**config.mk**
```make
export PLATFORM = sky130hd
export DESIGN_NAME = rms_div_issue_flat
export DESIGN_NICKNAME = d
export VERILOG_FILES = /design/src/rtl/rms_div_issue_if.sv /design/src/rtl/rms_div_issue.sv /design/src/flat_wrapper.sv
export SDC_FILE = /design/constraint.sdc
export NUM_CORES = 1
export LEC_CHECK = 0
export CAP_MARGIN = 15
export CORE_ASPECT_RATIO = 0.7
export CORE_MARGIN = 2
export CORE_UTILIZATION = 32
export CTS_BUF_LIST = sky130_fd_sc_hd__clkbuf_2
export DETAILED_ROUTE_END_ITERATION = 10
export PLACE_DENSITY = 0.57
export SLEW_MARGIN = 20
export SYNTH_ARGS = -nofsm -noshare
export SYNTH_HDL_FRONTEND = slang
export SYNTH_SLANG_ARGS = --single-unit
```
**constraint.sdc**
```tcl
create_clock -name clk -period 3.9 [get_ports clk]
set_input_delay 0.39 -clock clk [delete_from_list [all_inputs] [get_ports clk]]
set_output_delay 0.39 -clock clk [all_outputs]
set_load 0.005 [all_outputs]
```
**src/rtl/rms_div_issue_if.sv**
```systemverilog
// Handshake/data bundle between a vector source, an RMS source and the divider pipe
// feeding logic.
//   in_data/in_valid/in_ready    : vector element stream (dividends)
//   rms_data/rms_valid/rms_ready : one divisor per vector
//   out_a/out_b/out_valid        : operand pair towards the divider (no backpressure)
//   done                         : one-cycle pulse after a vector has been fully issued
//   div_zero                     : latched divisor is +/-0
// The slave modport is the issuing block; the master modport is its environment.
interface rms_div_issue_if #(
  parameter int unsigned DW = 32
) ();
  logic [DW-1:0] in_data;
  logic          in_valid;
  logic          in_ready;
  logic [DW-1:0] rms_data;
  logic          rms_valid;
  logic          rms_ready;
  logic [DW-1:0] out_a;
  logic [DW-1:0] out_b;
  logic          out_valid;
  logic          done;
  logic          div_zero;

  modport master (
    output in_data, in_valid, rms_data, rms_valid,
    input  in_ready, rms_ready, out_a, out_b, out_valid, done, div_zero
  );

  modport slave (
    input  in_data, in_valid, rms_data, rms_valid,
    output in_ready, rms_ready, out_a, out_b, out_valid, done, div_zero
  );
endinterface

```
**src/rtl/rms_div_issue.sv**
```systemverilog
// Buffers one vector of VEC_LEN floating-point elements, waits for its RMS divisor, then
// issues VEC_LEN back-to-back (element, rms) pairs to a divider pipe. Data is moved
// bit-exact; the only inspection of a value is the +/-0 test on the divisor.
// Ports:
//   clk : clock, all state on rising edge
//   rst : asynchronous active-high reset
//   bus : rms_div_issue_if slave modport (element/rms inputs, divider operands, status)
module rms_div_issue #(
  parameter int unsigned SIG_WIDTH = 23,
  parameter int unsigned EXP_WIDTH = 8,
  parameter int unsigned VEC_LEN   = 16
) (
  input  logic           clk,
  input  logic           rst,
  rms_div_issue_if.slave bus
);
  localparam int unsigned DW    = SIG_WIDTH + EXP_WIDTH + 1;
  localparam int unsigned IDX_W = $clog2(VEC_LEN);
  localparam logic [IDX_W-1:0] LastIdx = IDX_W'(VEC_LEN - 1);

  typedef enum logic [1:0] {StLoad, StWaitRms, StIssue, StDone} state_e;

  state_e state_q, state_d;

  logic [DW-1:0]    vec_buf_q [VEC_LEN];
  logic [IDX_W-1:0] wr_idx_q;
  logic [IDX_W-1:0] rd_idx_q;
  logic             rms_held_q;
  logic [DW-1:0]    rms_reg_q;
  logic [DW-1:0]    out_a_q;
  logic [DW-1:0]    out_b_q;
  logic             out_valid_q;
  logic             done_q;
  logic             div_zero_q;

  logic in_ready;
  logic rms_ready;
  logic in_xfer;
  logic rms_xfer;
  logic wr_last;
  logic rd_last;
  logic rms_is_zero;

  // Zero test ignores the sign bit so both +0 and -0 flag.
  assign rms_is_zero = (bus.rms_data[DW-2:0] == '0);
  assign wr_last     = (wr_idx_q == LastIdx);
  assign rd_last     = (rd_idx_q == LastIdx);

  // State register
  always_ff @(posedge clk or posedge rst) begin
    if (rst) begin
      state_q <= StLoad;
    end else begin
      state_q <= state_d;
    end
  end

  // Next-state logic
  always_comb begin
    state_d = state_q;
    case (state_q)
      StLoad: begin
        if (in_xfer && wr_last) begin
          // A divisor arriving on the same edge as the last element counts as held.
          state_d = (rms_held_q || rms_xfer) ? StIssue : StWaitRms;
        end
      end
      StWaitRms: begin
        if (rms_xfer) state_d = StIssue;
      end
      StIssue: begin
        if (rd_last) state_d = StDone;
      end
      StDone: state_d = StLoad;
      default: state_d = StLoad;
    endcase
  end

  // Handshake outputs
  always_comb begin
    in_ready  = (state_q == StLoad);
    rms_ready = ((state_q == StLoad) || (state_q == StWaitRms)) && !rms_held_q;
    in_xfer   = bus.in_valid && in_ready;
    rms_xfer  = bus.rms_valid && rms_ready;
  end

  // Element buffer; not reset, a partially loaded vector is simply overwritten.
  always_ff @(posedge clk) begin
    if (in_xfer) vec_buf_q[wr_idx_q] <= bus.in_data;
  end

  // Indices, divisor latch and registered divider operands
  always_ff @(posedge clk or posedge rst) begin
    if (rst) begin
      wr_idx_q    <= '0;
      rd_idx_q    <= '0;
      rms_held_q  <= 1'b0;
      rms_reg_q   <= '0;
      out_a_q     <= '0;
      out_b_q     <= '0;
      out_valid_q <= 1'b0;
      done_q      <= 1'b0;
      div_zero_q  <= 1'b0;
    end else begin
      done_q <= 1'b0;
      if (in_xfer) begin
        wr_idx_q <= wr_last ? '0 : wr_idx_q + IDX_W'(1);
      end
      if (rms_xfer) begin
        rms_reg_q  <= bus.rms_data;
        rms_held_q <= 1'b1;
        div_zero_q <= rms_is_zero;
      end
      case (state_q)
        StIssue: begin
          out_a_q     <= vec_buf_q[rd_idx_q];
          out_b_q     <= rms_reg_q;
          out_valid_q <= 1'b1;
          rd_idx_q    <= rd_last ? '0 : rd_idx_q + IDX_W'(1);
        end
        StDone: begin
          out_valid_q <= 1'b0;
          done_q      <= 1'b1;
          rms_held_q  <= 1'b0;
        end
        default: out_valid_q <= 1'b0;
      endcase
    end
  end

  assign bus.in_ready  = in_ready;
  assign bus.rms_ready = rms_ready;
  assign bus.out_a     = out_a_q;
  assign bus.out_b     = out_b_q;
  assign bus.out_valid = out_valid_q;
  assign bus.done      = done_q;
  assign bus.div_zero  = div_zero_q;
endmodule
```
**src/flat_wrapper.sv**
```systemverilog
// flat-port wrapper written by rule: the top's interface ports become plain ports
module rms_div_issue_flat 
#(
  parameter int unsigned SIG_WIDTH = 23,
  parameter int unsigned EXP_WIDTH = 8,
  parameter int unsigned VEC_LEN   = 16
)
  (clk, rst, bus_in_data, bus_in_valid, bus_rms_data, bus_rms_valid, bus_in_ready, bus_rms_ready, bus_out_a, bus_out_b, bus_out_valid, bus_done, bus_div_zero);
  rms_div_issue_if bus_i ();
  input  logic clk;
  input  logic rst;
  input wire logic [$bits(bus_i.in_data)-1:0] bus_in_data;
  input wire logic [$bits(bus_i.in_valid)-1:0] bus_in_valid;
  input wire logic [$bits(bus_i.rms_data)-1:0] bus_rms_data;
  input wire logic [$bits(bus_i.rms_valid)-1:0] bus_rms_valid;
  output wire logic [$bits(bus_i.in_ready)-1:0] bus_in_ready;
  output wire logic [$bits(bus_i.rms_ready)-1:0] bus_rms_ready;
  output wire logic [$bits(bus_i.out_a)-1:0] bus_out_a;
  output wire logic [$bits(bus_i.out_b)-1:0] bus_out_b;
  output wire logic [$bits(bus_i.out_valid)-1:0] bus_out_valid;
  output wire logic [$bits(bus_i.done)-1:0] bus_done;
  output wire logic [$bits(bus_i.div_zero)-1:0] bus_div_zero;
  assign bus_i.in_data = bus_in_data;
  assign bus_i.in_valid = bus_in_valid;
  assign bus_i.rms_data = bus_rms_data;
  assign bus_i.rms_valid = bus_rms_valid;
  assign bus_in_ready = bus_i.in_ready;
  assign bus_rms_ready = bus_i.rms_ready;
  assign bus_out_a = bus_i.out_a;
  assign bus_out_b = bus_i.out_b;
  assign bus_out_valid = bus_i.out_valid;
  assign bus_done = bus_i.done;
  assign bus_div_zero = bus_i.div_zero;
  rms_div_issue #(.SIG_WIDTH(SIG_WIDTH), .EXP_WIDTH(EXP_WIDTH), .VEC_LEN(VEC_LEN)) u_core (.clk(clk), .rst(rst), .bus(bus_i));
endmodule
```
==> flow_summary.rst <==
.. list-table::
   :header-rows: 1

   * - Metric
     - Value
   * - Ratio of routed vias to standard cells
     - 4.71
   * - Remaining Overflow, GRT
     - 0
   * - Class of the tightest hold or removal check
     - input port to flop
   * - Standby leakage power
     - 10.1 nW
   * - Deepest level of the CTS H-tree
     - 4
   * - Number of instances in the synthesized netlist
     - 1265
   * - Post-Route Hold Slack
     - 0.161 ns
   * - VDD IR max
     - 0.000385 V
   * - Sequential fraction of the synthesis area
     - 75.0%
   * - Post-synth design cell area
     - 24200 um^2
   * - Number of endpoints failing setup at the final stage
     - 0
   * - List of most frequent post-synthesis cells
     - 512 x edfxtp_1, 129 x mux2i_1, 110 x dfrtp_1
   * - Drt first-iter violations
     - 900
   * - Root buf cell
     - clkbuf_2
   * - Slew at the pin closest to its max-slew limit
     - 1.10 ns
   * - Summed negative setup slack over all endpoints
     - 0 ns
   * - Count of buffers from port buffering
     - 136
   * - Post-synth EDFFs
     - 512
   * - Via count
     - 12700
   * - Fin. Hold Viols
     - 0
   * - Die span in x
     - 333 um
   * - Number of buffers added to fix hold violations after cts
     - 66
   * - Worst Setup Path Type
     - flop to output port
   * - Worst reg2reg path depth
     - 6
   * - Flop-to-flop setup slack
     - 1.24 ns
   * - Remaining routing DRC violations
     - 0
   * - Share of the clock period used by the worst path
     - 83.2%
   * - HPWL after detailed placement
     - 32600 um
   * - Worst hold path startpoint
     - bus_in_data[17]
   * - RePlAce Congestion
     - 0.731
   * - Final design utilization
     - 38.6%
   * - Post-CTS sizing
     - 0
   * - Time the worst path needs with I/O delays and setup
     - 3.24 ns
   * - Top post-synthesis cells by area
     - edfxtp_1 64%, dfrtp_1 11%, mux4_2 6.0%, mux2i_1 5.3%, mux2_2 3.0%
   * - Deepest clock path buffer count
     - 3
   * - Ratio of cells with drive above 1 in the final layout
     - 28.8%
   * - Routed wire length per instance
     - 20.3 um
   * - Most frequently used cell type in the post-synthesis netlist
     - edfxtp_1
   * - Crit path arrival time
     - 2.85 ns
   * - Critical path peak fanout
     - 8
   * - TritonCTS clock tree
     - built
   * - Row cnt
     - 84
   * - Required time at the worst-slack endpoint
     - 3.51 ns
   * - Total CTS buffers
     - 148
   * - Share of Yosys cell area claimed by the top area cell type
     - 63.6%
   * - Wire length of the first global-routing pass
     - 82600 um
   * - Total I/O pin count
     - 137
   * - Number of clock sinks
     - 622
   * - Proportion of synthesized flip-flops having asynchronous set or reset
     - 17.7%
   * - Largest net degree at the start of global routing
     - 73
   * - Number of antenna violations at the first check in global routing
     - 2
   * - Clock latency reported for the late side of the worst-skew pair
     - 1.30 ns
   * - Fill cells
     - 6902
   * - Die span in y
     - 234 um
   * - Total of flip-flops plus latches after synthesis
     - 622
   * - Reg-to-reg critical path startpoint
     - u_core.state_q[0]$_DFFE_PP0P_
   * - Drt pass-1 iters
     - 5
   * - Final-stage net count
     - 1665
   * - Endpoint of the worst hold path
     - u_core.vec_buf_q[6][17]$_DFFE_PP_
   * - Layout Skew
     - 0.0745 ns
   * - Unique cell type count in the Yosys netlist
     - 39
   * - Via count of the first global-routing pass
     - 13400
   * - Run status
     - complete, no violations
   * - Critical R2R Capture
     - u_core.vec_buf_q[4][10]$_DFFE_PP_
   * - Flip-flop cell with the highest count after synthesis
     - edfxtp_1
   * - Yosys top cell by area
     - edfxtp_1
   * - Core Region
     - 74900 um^2
   * - Worst slew margin
     - 26.4%
   * - Antenna Nets Post-Route
     - 0
   * - Clock transition time at the flip-flop clock pins of the worst setup and hold paths
     - 0.10 ns
   * - P per Cell Area
     - 664 nW/um^2
   * - Max-cap violation count
     - 0
   * - Mean Syn Cell Area
     - 19.1 um^2
   * - Total wire length after detailed routing
     - 54600 um
   * - Post-CTS setup-driven buffer insertion count
     - 0
   * - Min-Delay Path Depth
     - 1
   * - Starting Density
     - 32.3%
   * - Total track usage
     - 14.3%
   * - Layout Area Growth over Synthesis
     - 19.5%
   * - Setup repair after global routing missed its margin
     - false
   * - Setup crit start kind
     - flop
   * - DIE AREA
     - 77800 um^2
   * - Syn Nets
     - 1342
   * - Max Transition Viols Final
     - 0
   * - Critical Path End Type
     - output port
   * - Count of synthesis-stage warnings from yosys
     - 0
   * - Maximum achievable frequency
     - 0.308 GHz
-- through the flow --
step,power [mW],instance area (um^2),setup slack [ns],cells
finish,19.2,28900,0.657,2697
global route,20.3,28900,0.451,2694
CTS,19.5,28900,0.464,2692
detailed placement,15.0,26800,1.19,2361
global placement,14.9,26800,1.22,2361
floorplan,12.7,24200,0.608,1265
-- worst max-delay path: stages (launching register included) --
cell and delay (ns):
dfrtp_1 0.43, inv_1 0.14, ha_1 0.30, o21ba_2 0.20, clkdlybuf4s50_1 0.54
-- area by class of cell --
type / count / area (um^2) / share of cell area, %
clock inverters: 33 / 239 / 0.827
inverters: 8 / 32.5 / 0.113
diodes: 5 / 12.5 / 0.0433
flip-flops and latches: 622 / 18100 / 62.8
repair buffers: 244 / 2420 / 8.39
multi-input cells: 564 / 5650 / 19.6
clock buffers: 232 / 1160 / 4.02
well taps: 989 / 1240 / 4.28
-- how the worst max path moves through the flow --
| stage | slack (ns) | endpoint | start |
|---|---|---|---|
| 3_5_place_dp | 1.19 | u_core.vec_buf_q[4][8]$_DFFE_PP_ | bus_in_valid |
| 3_3_place_gp | 1.22 | u_core.vec_buf_q[4][10]$_DFFE_PP_ | bus_in_valid |
| 4_1_cts | 0.46 | bus_rms_ready | u_core.state_q[0]$_DFFE_PP0P_ |
| 2_1_floorplan | 0.61 | u_core.bus.div_zero$_DFFE_PP0P_ | rst |
| 5_1_grt | 0.45 | bus_rms_ready | u_core.state_q[1]$_DFFE_PP0P_ |
| 6_report | 0.66 | bus_rms_ready | u_core.state_q[0]$_DFFE_PP0P_ |
-- sequential cells by signal (all words and copies together) (netlist names) --
signal	cells
u_core.bus.div_zero	1
u_core.bus.done	1
u_core.bus.out_a	32
u_core.bus.out_b	32
u_core.bus.out_valid	1
u_core.rd_idx_q	4
u_core.rms_held_q	1
u_core.rms_reg_q	32
u_core.state_q	2
u_core.vec_buf_q	512
u_core.wr_idx_q	4
-- report_power, final --
part | switching (mW) | internal, mW | total (mW)
logic | 3.16 | 3.09 | 6.25
registers | 0.579 | 7.98 | 8.56
clock network | 2.53 | 1.83 | 4.36
total | 6.28 | 12.9 | 19.2
-- logic make-up (layout without fill, tap and decap cells) --
| logic type | count (synthesis) | after routing | synth area share (%) |
|---|---|---|---|
| AO/OA/AOI/OAI | 144 | 144 | 5.13 |
| XOR/XNOR | 2 | 2 | 0.0724 |
| adder cells (fa/ha/maj) | 9 | 9 | 0.466 |
| buffers and inverters | 79 | 517 | 2.00 |
| flip-flops | 622 | 622 | 75.0 |
| multiplexers | 259 | 259 | 14.4 |
| other | 0 | 5 | 0 |
| AND/OR/NAND/NOR | 150 | 150 | 3.01 |
-- per-layer routing --
| layer | vias to the layer above | GRT usage, % | routed length [um] |
|---|---|---|---|
| li1 | 5794 | - | - |
| met1 | 6482 | 19.7 | 26200 |
| met2 | 351 | 21.8 | 24500 |
| met3 | 87 | 3.66 | 2780 |
| met4 | 0 | 5.16 | 1080 |
| met5 | - | 0 | 0 |
-- placed cells by master, fill, tap and decap left out, types with 3 or more instances in the layout --
cell type / count
a211oi_1: 12
a211oi_2: 52
a21oi_1: 3
and2_2: 6
and3_2: 6
buf_12: 7
buf_4: 35
bufinv_16: 4
clkbuf_2: 232
clkdlybuf4s50_1: 136
clkinv_1: 22
dfrtp_1: 107
diode_2: 5
dlygate4sd3_1: 66
edfxtp_1: 512
ha_1: 8
inv_1: 7
inv_2: 3
mux2_2: 65
mux2i_1: 129
mux4_2: 64
nand2_1: 10
nand2b_1: 3
nand3_1: 4
nand4_1: 3
nor2_1: 68
nor2_4: 3
nor2b_1: 32
nor4_1: 7
o21ai_0: 8
o22ai_1: 64
Note: power is estimated with default switching activity, not from simulation.
==> patch, RTL diff (config.mk and constraints unchanged) <==
Encoding of `state_e`: now Gray code (2 bits for 4 states).
--- a/src/rtl/rms_div_issue.sv
+++ b/src/rtl/rms_div_issue.sv
@@ -19,5 +19,5 @@
   localparam logic [IDX_W-1:0] LastIdx = IDX_W'(VEC_LEN - 1);
 
-  typedef enum logic [1:0] {StLoad, StWaitRms, StIssue, StDone} state_e;
+  typedef enum logic [1:0] {StLoad = 2'b00, StWaitRms = 2'b01, StIssue = 2'b11, StDone = 2'b10} state_e;
 
   state_e state_q, state_d;
Function: no difference found for any inputs over 10 cycles, from zero or initial values and one cycle with rst high; not proved beyond that.
==> patch against the original RTL <==
  * Final cell count down 3.7%
  * Synthesized area down 1.7%
  * Sequential cell count unchanged
  * Sequential power about the same
  * Critical path depth down 2
  * Design area down 3.0%
  * Total power down 6.9%
  * Core utilization down 0.39 points
  * Wire length up 2.3%
  * Setup slack better by 0.61 ns
==> patch: results (changes against the original RTL) <==
Critical path
  • CP top delay family: buffers and inverters
  • Critical-path top delay cell: clkdlybuf4s50_1
  • CP arrival: 2.25 ns (-0.60 ns)
  • CP Max Fanout: 7 (-1)
  • Worst path max stage delay: 0.56 ns (+0.02 ns)

Placed design
  • Gpl congestion: 0.744 (+1.7%)
  • DP HPWL: 32500 um (-0.49%)
  • Placed Cells: 2311 (-2.1%)
  • Port bufs: 136 (unchanged)

Yosys
  • Most instantiated cells after synthesis: edfxtp_1 (512), nand2_1 (111), dfrtp_1 (110)
  • Syn Nets: 1297 (-3.4%)
  • Synth cell types: 38 (-2.6%)
  • Synthesized area per cell: 19.4 um2 (+1.6%)
  • Seq/Total Area, Yosys: 76.3% (+1.3 points)
  • Synth top area cells: edfxtp_1 (65%), dfrtp_1 (12%), mux4_2 (8.9%), mux2i_1 (4.1%), nand2_1 (1.8%)
  • Ys Warns: 0 (unchanged)
  • Top FF cell, synth: edfxtp_1
  • Post-synth ARST share: 17.7% (unchanged)
  • Number of flops mapped to enable cells by yosys: 512 (unchanged)

GRT
  • Global-route wire length before repair: 82500 um (about the same)
  • Largest net degree at the start of global routing: 69 (-5.5%)
  • Gr usage total: 14.7% (+0.44 points)
  • Vias in the first global route: 12818 (-4.3%)

Drt
  • DRC Markers: 0 (unchanged)
  • First-pass DRT Iterations: 5 (unchanged)
  • First-iteration detailed-routing DRC count: 932 (+3.6%)
  • Total Wirelength: 55900 um (+2.3%)
  • Detailed-route via count: 12442 (-2.1%)

Cells and area
  • Fin cells: 2596 (-3.7%)
  • Nets: 1589 (-4.6%)
  • Largest Register: u_core.vec_buf_q
  • Layout cells sized above 1: 26.3% (-2.4 points)
  • Max reg flops: 512 (unchanged)

STA
  • Rel. slew slack: 35.5% (+9.1 points)
  • Final clock skew: 0.0839 ns (+0.00934 ns)

Clocking
  • Root Buffer: clkbuf_2
  • H-tree levels: 4 (unchanged)
  • Max Buffers Root-to-Sink: 3 (unchanged)
  • Post-CTS resize count: 0 (unchanged)
  • Clock-pin slew on the worst setup and hold paths: 0.11 ns
  • TritonCTS Buffers: 146 (-1.4%)
  • Skew-Pair Late Insertion Delay: 1.12 ns (-0.18 ns)

Outcome
  • Outcome: finished clean

Power
  • P_leak: 0.00985 uW (-2.0%)
  • Peak supply drop: 401 uV (+4.1%)
patch: changes by cell type in the layout (fill, tap and decap cells not counted), moves of 12 or more:
cell           delta
mux2_2           -31
nor2_1           -31
mux2i_1          -32
a211oi_2         -52
nor2b_1          -30
o22a_1           +31
a211o_1          +31
mux4_2           +30
dlygate4sd3_1    -32
o22ai_1          -33
nand2_1         +100
a211oi_1         -12
patch: final cells by class:
cell class              instances  area [um2]
fillers                      6812       45400
clock inverters                26         181
flip-flops and latches        622       18100
repair buffers                211        2070
inverters                       5        21.3
diodes                          2        5.00
multi-input cells             530        5260
clock buffers                 223        1120
well taps                     977        1220
patch: timing repair:
item,4_1_cts,5_1_grt
hold buffers,34,0
buffers inserted,0,0
endpoints found under the hold margin,89,0
patch: worst paths after layout:
check / to / slack, ns / cells past startpoint / startpoint
min reg2reg: u_core.bus.out_b[29]$_DFFE_PP0P_ / 0.44 / 2 / u_core.rms_reg_q[29]$_DFFE_PP0P_
max: bus_in_ready / 1.26 / 2 / u_core.state_q[1]$_DFFE_PP0P_
max in group asynchronous: u_core.bus.out_a[18]$_DFFE_PP0P_ / 2.93 / 4 / rst
min in group asynchronous: u_core.bus.out_a[0]$_DFFE_PP0P_ / 0.19 / 3 / rst
min: u_core.wr_idx_q[2]$_DFFE_PP0P_ / 0.13 / 4 / bus_in_valid
max reg2reg: u_core.bus.out_a[21]$_DFFE_PP0P_ / 1.30 / 5 / u_core.rd_idx_q[1]$_DFFE_PP0P_
patch: through the flow:
stage,cell area (um2),utilization [%],total power (uW),hold WS (ns),worst slack (ns)
6_report,28000,38.2,17800,0.132,1.26
5_1_grt,28000,38.2,18900,0.0570,1.03
4_1_cts,28000,38.2,18200,0.00356,1.10
3_5_place_dp,26400,35.9,13900,0.451,0.916
3_3_place_gp,26400,35.9,13800,0.443,0.887
2_1_floorplan,23800,-,11900,0.435,0.608
patch: logic make-up (layout without fill, tap and decap cells):
family          Yosys count  in the layout  synth area share [%]
mux                     226            226                  14.7
simple gates            189            189                  3.41
fa+ha+maj                 5              5                 0.263
other cells               0              2                     0
compound gates          108            108                  3.54
flops                   622            622                  76.3
xor+xnor                  2              2                0.0737
buf+inv                  72            465                  1.75
patch: routing by layer:
metal  wire (um)  GRT usage (%)  up-vias
li1            -              -     5547
met5           0              0        -
met4         965           4.53        0
met3        3390           3.68       88
met1       25800           21.1     6446
met2       25700           22.0      361
patch: where the power goes:
part	leakage (uW)	switching (uW)	internal, uW
Sequential	0.00591	617	7930
Clock	0.00102	2480	1690
Combinational	0.00292	2470	2650
patch: tightest hold or removal path, stage by stage:
cell             delay (ns)
clkdlybuf4s50_1        0.44
nor3b_1                0.22
nand2_1                0.11
xnor2_1                0.06
